[src/rtl/mem_cfg_pkg.sv]
// Shared memory-access types: access width encoding, LSU response payload
// and the width-to-byte-count helper used by the range check.
package mem_cfg_pkg;

    typedef enum logic [1:0] {
        MEM_BYTE     = 2'd0,
        MEM_HALFWORD = 2'd1,
        MEM_WORD     = 2'd2
    } mem_width_t;

    typedef struct packed {
        logic [31:0] data;
        logic        write;
        logic        error;
    } lsu_rsp_t;

    // Returns 0 for any encoding outside the enum so callers can flag it.
    function automatic logic [2:0] mem_width_bytes(input mem_width_t width);
        logic [2:0] w_bytes;
        case (width)
            MEM_BYTE:     w_bytes = 3'd1;
            MEM_HALFWORD: w_bytes = 3'd2;
            MEM_WORD:     w_bytes = 3'd4;
            default:      w_bytes = 3'd0;
        endcase
        return w_bytes;
    endfunction

endpackage

[src/rtl/lsu_rsp_fifo.sv]
// Two-entry in-order response FIFO. The head reads as zero whenever the
// FIFO is empty so the response outputs are quiet while nothing is valid.
module lsu_rsp_fifo
    import mem_cfg_pkg::*;
#(
    parameter type T = lsu_rsp_t
) (
    input  logic       clk_i,
    input  logic       rst_i,
    input  logic       push_i,
    input  T           push_data_i,
    input  logic       pop_i,
    output T           head_o,
    output logic [1:0] count_o
);

    T           r_mem [2];
    logic       r_rd_ptr;
    logic       r_wr_ptr;
    logic [1:0] r_count;

    // Storage, pointers and occupancy; push and pop together keep the count.
    always_ff @(posedge clk_i or posedge rst_i) begin
        if (rst_i) begin
            r_mem[0] <= '0;
            r_mem[1] <= '0;
            r_rd_ptr <= 1'b0;
            r_wr_ptr <= 1'b0;
            r_count  <= 2'd0;
        end else begin
            if (push_i) begin
                r_mem[r_wr_ptr] <= push_data_i;
                r_wr_ptr        <= ~r_wr_ptr;
            end
            if (pop_i) begin
                r_rd_ptr <= ~r_rd_ptr;
            end
            case ({push_i, pop_i})
                2'b10:   r_count <= r_count + 2'd1;
                2'b01:   r_count <= r_count - 2'd1;
                default: r_count <= r_count;
            endcase
        end
    end

    // Head entry, forced to zero while empty.
    always_comb begin
        head_o = '0;
        if (r_count != 2'd0) begin
            head_o = r_mem[r_rd_ptr];
        end else begin
            head_o = '0;
        end
    end

    assign count_o = r_count;

endmodule

[src/rtl/lsu_mem_port.sv]
// Load/store front-end for the byte-interleaved data memory: range check,
// one-cycle tag stage matching the memory read latency, and response FIFO.
module lsu_mem_port
    import mem_cfg_pkg::*;
#(
    parameter int  MEMORY_DEPTH_BYTES = 1024,
    localparam int AddrWidth          = $clog2(MEMORY_DEPTH_BYTES)
) (
    input  logic                 clk_i,
    input  logic                 rst_i,
    input  logic                 req_valid_i,
    output logic                 req_ready_o,
    input  logic [AddrWidth-1:0] req_addr_i,
    input  mem_width_t           req_width_i,
    input  logic                 req_sign_extend_i,
    input  logic                 req_write_i,
    input  logic [31:0]          req_data_i,
    output logic                 rsp_valid_o,
    input  logic                 rsp_ready_i,
    output logic [31:0]          rsp_data_o,
    output logic                 rsp_write_o,
    output logic                 rsp_error_o,
    output logic [AddrWidth-1:0] mem_addr_o,
    output mem_width_t           mem_width_o,
    output logic                 mem_sign_extend_o,
    output logic [31:0]          mem_data_o,
    output logic                 mem_write_enable_o,
    input  logic [31:0]          mem_data_i
);

    localparam logic [AddrWidth:0] DepthLimit = (AddrWidth + 1)'(MEMORY_DEPTH_BYTES);

    logic [2:0]         w_size;
    logic [AddrWidth:0] w_end;
    logic               w_error;
    logic               w_issue;
    logic               w_pop;
    logic [1:0]         w_count;
    logic [2:0]         w_occupancy;
    lsu_rsp_t           w_push_data;
    lsu_rsp_t           w_head;

    logic               r_inflight;
    logic               r_tag_write;
    logic               r_tag_error;

    // One extra bit on the end address so a WORD at depth-1 cannot wrap to 0.
    assign w_size  = mem_width_bytes(req_width_i);
    assign w_end   = {1'b0, req_addr_i} + (AddrWidth + 1)'(w_size);
    assign w_error = (w_size == 3'd0) || (w_end > DepthLimit);

    assign rsp_valid_o = (w_count != 2'd0);
    assign w_pop       = rsp_valid_o && rsp_ready_i;

    // Combinational path from rsp_ready_i keeps full throughput while draining.
    assign w_occupancy = {1'b0, w_count} + {2'b00, r_inflight} - {2'b00, w_pop};
    assign req_ready_o = !rst_i && (w_occupancy < 3'd2);
    assign w_issue     = req_valid_i && req_ready_o;

    assign mem_addr_o         = req_addr_i;
    assign mem_width_o        = req_width_i;
    assign mem_sign_extend_o  = req_sign_extend_i;
    assign mem_data_o         = req_data_i;
    assign mem_write_enable_o = w_issue && req_write_i && !w_error;

    // Stage-1 tag register, aligned with the memory's one-cycle read latency.
    always_ff @(posedge clk_i or posedge rst_i) begin
        if (rst_i) begin
            r_inflight  <= 1'b0;
            r_tag_write <= 1'b0;
            r_tag_error <= 1'b0;
        end else begin
            r_inflight <= w_issue;
            if (w_issue) begin
                r_tag_write <= req_write_i;
                r_tag_error <= w_error;
            end
        end
    end

    // Response entry: read data only for a good load.
    always_comb begin
        w_push_data       = '0;
        w_push_data.write = r_tag_write;
        w_push_data.error = r_tag_error;
        if (r_tag_write || r_tag_error) begin
            w_push_data.data = 32'd0;
        end else begin
            w_push_data.data = mem_data_i;
        end
    end

    lsu_rsp_fifo #(
        .T (lsu_rsp_t)
    ) u_rsp_fifo (
        .clk_i       (clk_i),
        .rst_i       (rst_i),
        .push_i      (r_inflight),
        .push_data_i (w_push_data),
        .pop_i       (w_pop),
        .head_o      (w_head),
        .count_o     (w_count)
    );

    assign rsp_data_o  = w_head.data;
    assign rsp_write_o = w_head.write;
    assign rsp_error_o = w_head.error;

endmodule

[config.mk]
export PLATFORM = sky130hd
export DESIGN_NAME = lsu_mem_port
export DESIGN_NICKNAME = d
export VERILOG_FILES = /design/src/rtl/mem_cfg_pkg.sv /design/src/rtl/lsu_rsp_fifo.sv /design/src/rtl/lsu_mem_port.sv
export SDC_FILE = /design/constraint.sdc
export NUM_CORES = 1
export LEC_CHECK = 0
export CAP_MARGIN = 10
export CORE_UTILIZATION = 33
export CTS_CLUSTER_DIAMETER = 150
export DETAILED_ROUTE_END_ITERATION = 8
export PLACE_DENSITY = 0.7
export SYNTH_ARGS = -nofsm -noshare
export SYNTH_HDL_FRONTEND = slang
export SYNTH_SLANG_ARGS = --single-unit
[constraint.sdc]
create_clock -name clk_i -period 8.7 [get_ports clk_i]
set_clock_uncertainty 0.05 [all_clocks]
set_input_delay 0.87 -clock clk_i [delete_from_list [all_inputs] [get_ports clk_i]]
set_output_delay 0.87 -clock clk_i [all_outputs]
set_load 0.005 [all_outputs]
## Word level (Yosys, flattened, before mapping)

Cells that the tools add are included.

- Bitwise operators: 4
- Equal/unequal tests: 4
- $add $sub $neg: 5
- Order comparisons: 5
- Reduce and logical (&&, ||, !) cells: 14
- Multiplexer cells: 10

Operators by type and width:

| kind | number |
|---|---|
| $mux 34 | 5 |
| $bwmux 68 | 1 |
| $demux 34 s1 | 1 |
| $mux 32 | 1 |
| $add 10x3->11 | 1 |
| $gt 11x11->1 const B | 1 |
| $pmux 3 s3 | 1 |
| $logic_and 1x1->1 | 6 |
| $eq 2x1->1 const B | 2 |
| $eq 2x2->1 const B | 2 |
| $ge 2x2->1 const B | 2 |
| $not 1->2 | 2 |
| $pmux 2 s2 | 1 |
| $reduce_bool 2->1 | 2 |
| $add 2x1->3 | 1 |
| $logic_not 3->1 | 1 |
| $lt 3x2->1 const B | 1 |
| $sub 3x1->3 | 1 |
| $add 2x1->2 const B | 1 |
| $logic_not 1->1 | 2 |
| $logic_not 2->1 | 1 |
| $logic_or 1x1->1 | 2 |
| $lt 2x1->1 const B | 1 |
| $not 1->1 | 2 |
| $sub 2x1->2 const B | 1 |

- Bits in registers: 75
- Output and inout bits: 82
- Logic and storage cells: 54

## Depth between registers and ports, before layout

- Depth in word-level cells: 8
- Mapped depth: 10

## Hierarchy

A second synthesis with hierarchy kept.

- Cells, all modules: 351
- Area, all modules: 4,284.1 um^2

By module, submodules not included:

| module | area each (um^2) | times used | sequential area each (um^2) | cells each |
|---|---|---|---|---|
| lsu_rsp_fifo | 3,379.5 | 1 | 1,801.7 | 234 |
| lsu_mem_port | 904.6 | 1 | 75.1 | 117 |

## Least setup slack after synthesis

Ideal clock, no wire load.

- Path type: input to output
- From: input port rsp_ready_i
- To: output port mem_write_enable_o
- Arrival: 2,561 ps
- Stages on the path: 8
- Slack: 5,219 ps
- Data required time: 7,780 ps
- Path through: and2_1 -> ha_1 -> nand2b_1 -> fa_1 -> xor2_1 -> and4bb_2 -> nand2_1 -> and3b_1

- Word-level cells in the longest chain between the ends: 7

Ends and longest elaborated chain:

| element | RTL line | RTL |
|---|---|---|
| start: declaration | lsu_mem_port.sv:19 | `input logic rsp_ready_i,` |
| $logic_and 1x1->1 | lsu_mem_port.sv:53 | `assign w_pop = rsp_valid_o && rsp_ready_i;` |
| $sub 3x1->3 | lsu_mem_port.sv:56 | `assign w_occupancy = {1'b0, w_count} + {2'b00, r_inflight} - {2'b00, w_pop};` |
| $lt 3x2->1 | lsu_mem_port.sv:57 | `assign req_ready_o = !rst_i && (w_occupancy < 3'd2);` |
| $logic_and 1x1->1 | lsu_mem_port.sv:57 |  |
| $logic_and 1x1->1 | lsu_mem_port.sv:58 | `assign w_issue = req_valid_i && req_ready_o;` |
| via w_issue | lsu_mem_port.sv:36 | `logic w_issue;` |
| $logic_and 1x1->1 (2 in series) | lsu_mem_port.sv:64 | `assign mem_write_enable_o = w_issue && req_write_i && !w_error;` |
| end: declaration | lsu_mem_port.sv:27 | `output logic mem_write_enable_o,` |

The timed path passes the listed nets, and every way through them passes these cells.

## Worst setup path in the final report

- From: register u_rsp_fifo.r_count[0], in the netlist u_rsp_fifo.count_o[0]
- To: output port mem_write_enable_o

- Word-level cells in the longest chain between the ends: 8
- Elaborated cells between the ends (all ways): 9
- Those cells by class: 2 x add/sub; 1 x order compare; 6 x reduce/logical

Ends and longest elaborated chain:

| element | RTL line | RTL |
|---|---|---|
| start: declaration | lsu_rsp_fifo.sv:20 | `logic [1:0] r_count;` |
| start signal: assignment | lsu_rsp_fifo.sv:39 | `2'b10: r_count <= r_count + 2'd1;` |
| start signal: assignment | lsu_rsp_fifo.sv:40 | `2'b01: r_count <= r_count - 2'd1;` |
| start signal: assignment | lsu_rsp_fifo.sv:41 | `default: r_count <= r_count;` |
| $reduce_bool 2->1 | lsu_mem_port.sv:52 | `assign rsp_valid_o = (w_count != 2'd0);` |
| $logic_and 1x1->1 | lsu_mem_port.sv:53 |  |
| via u_rsp_fifo.pop_i | lsu_rsp_fifo.sv:12 | `input logic pop_i,` |
| $sub 3x1->3 | lsu_mem_port.sv:56 |  |
| $lt 3x2->1 | lsu_mem_port.sv:57 |  |
| $logic_and 1x1->1 | lsu_mem_port.sv:57 |  |
| $logic_and 1x1->1 | lsu_mem_port.sv:58 |  |
| via w_issue | lsu_mem_port.sv:36 |  |
| $logic_and 1x1->1 (2 in series) | lsu_mem_port.sv:64 |  |

The timed path passes the listed nets, and every way through them passes these cells.

==> summary.txt <==
Drt
  • Drt first pass iters: 4
  • DR DRC count: 0
  • Vias/cell: 4.71
  • Drt wl/cell: 13.3 µm
  • Via count: 2,901
  • Final antenna-violating net count: 0
  • Drt first-iter violations: 107
  • Final WL: 8210 µm

Synthesis
  • Avg Inst Size Synth: 9.11 µm²
  • Register bit count reported by yosys: 75
  • Synth Net Count: 514
  • Yosys cell types: 30
  • Cell area after synthesis: 3870 µm²
  • Post-synthesis sequential area ratio: 0.485
  • Largest cells by area after synthesis: dfrtp_1, nand2_1, mux2i_1
  • Top-area cell type share of the netlist area: 0.485
  • Ys Warns: 0
  • Gate count after technology mapping: 425
  • Yosys top cell by area: dfrtp_1

Placement
  • Inst Count DP: 598
  • Dpl ws: 4.12 ns
  • # port buffers: 97
  • Dpl hpwl: 5470 µm
  • RePlAce Congestion: 0.792

Finish
  • Commonest cells after routing, fill and taps aside: nand2_1, clkdlybuf4s50_1, dfrtp_1
  • Post-route insts no fill: 616
  • Synth-to-layout area growth: 29.3%
  • Fraction of layout cells with a size suffix above 1: 0.0655
  • Fin nets: 557
  • Number of diodes: 0
  • Commonest non-fill, non-tap cell in the layout: nand2_1
  • Final core occ: 0.438

Floorplanning
  • I/O pin cnt: 164
  • Initial Util: 0.339
  • Full die area: 12,200 µm²
  • Die Y: 110 µm
  • Core area: 11,400 µm²
  • Die width: 110 µm
  • Row count: 39

Critical path
  • Family with the most delay on the worst path: simple AND/OR/NAND/NOR gates
  • Crit path max fanout: 35
  • Flop2flop setup slack: 5.55 ns
  • Setup crit start: u_rsp_fifo.count_o[0]$_DFFE_PP0P_
  • CP max stage delay: 0.75 ns
  • Nature of the critical path endpoint: output port
  • CP bufs+invs: 2
  • Crit start category: flop
  • Worst Path Arrival: 3.98 ns
  • Crit path cell chain: nor2_4 > inv_2 > and2_1 > ha_1 > nand2b_1 > fa_1 > xor2_1 > and4bb_2 > nand2_1 > and3b_1 > clkdlybuf4s50_1
  • CP max-delay cell: nor2_4
  • Critical setup path kind: reg2out
  • CP Data Required Time: 7.78 ns
  • Reg2reg start: u_rsp_fifo.count_o[0]$_DFFE_PP0P_

STA
  • Setup TNS: 0 ns
  • Fmax: 204 MHz
  • Tmin final: 4.90 ns
  • Fin. max-slew vios: 0
  • Tcrit/Tclk final: 0.563
  • Final setup vio count: 0
  • Final Hold Vio Count: 0
  • RSZ-0062 raised after global routing: false
  • Worst slew pin tran: 1.11 ns
  • Final WS setup: 3.80 ns
  • Worst slew margin: 0.260

Clocking
  • Post-CTS resize count: 0
  • Htree depth: 3
  • Later-pin clock latency in the skew report: 0.33 ns
  • Reg clk slew, reported paths: 0.06 ns
  • CTS buffer count: 9
  • Hold Buf Count CTS: 0
  • CTS root buffer: clkbuf_16
  • Clock Tree Buf Depth: 2
  • Post-CTS setup buffer count: 0
  • Clock sink total: 75
  • CTS tree: yes

Global routing
  • Vias in the first global route: 2,982
  • GRT Total Usage: 0.145
  • Most Crowded Layer GR: met2
  • Initial antenna violation count: 0
  • Pin count of the biggest net entering global routing: 76
  • Grt met1 use: 0.168
  • GR Overflow Total: 0
  • Met2 Track Usage GR: 0.254
  • Met3 Use GR: 0.0441
  • First-pass GRT wire length: 13,500 µm

Power
  • VDD IR max: 163 µV
  • Pwr Total: 1720 µW
  • Power Density: 343 nW/µm²
  • Static Leak: 0.00226 µW

Worst hold path
  • Hold Startpoint: u_rsp_fifo.r_mem[20]$_DFFE_PP0P_
  • Worst Hold Class: reg2reg

Run status
  • Status: finished clean

Run
  • Max cap viols: 0
==> metal layers <==
metal | vias up | routed length [µm]
met5 | - | 0
li1 | 1425 | -
met2 | 84 | 4070
met4 | 0 | 99
met1 | 1380 | 3550
met3 | 12 | 484
==> sequential cells by signal, summed over array words and instances, names as in the netlist <==
signal	flops
u_rsp_fifo.r_rd_ptr	1
u_rsp_fifo.r_wr_ptr	1
r_tag_write	1
u_rsp_fifo.r_mem	68
u_rsp_fifo.count_o	2
r_inflight	1
r_tag_error	1
==> synth_stat cells (all sizes together) <==
cell    number
a211oi       1
a21oi        1
a31oi        1
and2         1
and3b        1
and4bb       1
buf         63
clkbuf       6
dfrtp       75
fa           2
ha           5
inv          9
mux2         2
mux2i       34
nand2      101
nand2b       3
nand3        1
nand4        1
nor2        39
nor2b        1
nor3b        1
nor4b        1
o21ai       67
or4          1
xnor2        3
xor2         4
==> area by class of cell <==
| class | instances | area, µm² |
|---|---|---|
| fill | 1114 | 6410 |
| tap | 143 | 179 |
| clock inverter | 4 | 95.1 |
| multi-input combinational | 272 | 1530 |
| sequential | 75 | 1880 |
| timing repair buffer | 101 | 1030 |
| clock buffer | 12 | 267 |
| inverter | 9 | 35.0 |
==> worst register-to-register path, cell delays in order, from the launching register on <==
cell	delay [ns]
dfrtp_1	0.45
nor2_4	0.75
inv_2	0.07
and2_1	0.24
ha_1	0.27
nand2b_1	0.15
fa_1	0.38
xor2_1	0.16
and4bb_2	0.36
nor2_1	0.05
a31oi_1	0.13
==> through the flow <==
stage	cell area [µm²]	hold WS (ns)
after floorplan	3870	0.399
after global placement	4600	0.411
after detailed placement	4600	0.420
after CTS	4970	0.432
after global routing	5010	0.446
final	5010	0.425
==> kinds of logic after synthesis <==
logic type | share of synthesized area
simple gates | 0.162
buf+inv | 0.125
flops | 0.485
compound gates | 0.0927
mux | 0.0937
xor+xnor | 0.0158
fa+ha+maj | 0.0265
==> report_power, final <==
part	internal, µW	switching [µW]	leakage, µW
sequential	488	122	0.000959
combinational	365	304	0.00113
clock	303	135	0.000179
==> worst paths after layout <==
| path | to | depth (start not counted) |
|---|---|---|
| setup / recovery | mem_write_enable_o | 11 |
| hold / removal | u_rsp_fifo.r_mem[20]$_DFFE_PP0P_ | 2 |
| setup reg to reg | r_tag_error$_DFFE_PP0P_ | 10 |
| hold reg to reg | u_rsp_fifo.r_mem[20]$_DFFE_PP0P_ | 2 |
| max in group asynchronous | u_rsp_fifo.r_rd_ptr$_DFFE_PP0P_ | 3 |
| min in group asynchronous | u_rsp_fifo.r_mem[30]$_DFFE_PP0P_ | 3 |
Note: power is estimated with default switching activity, not from simulation.
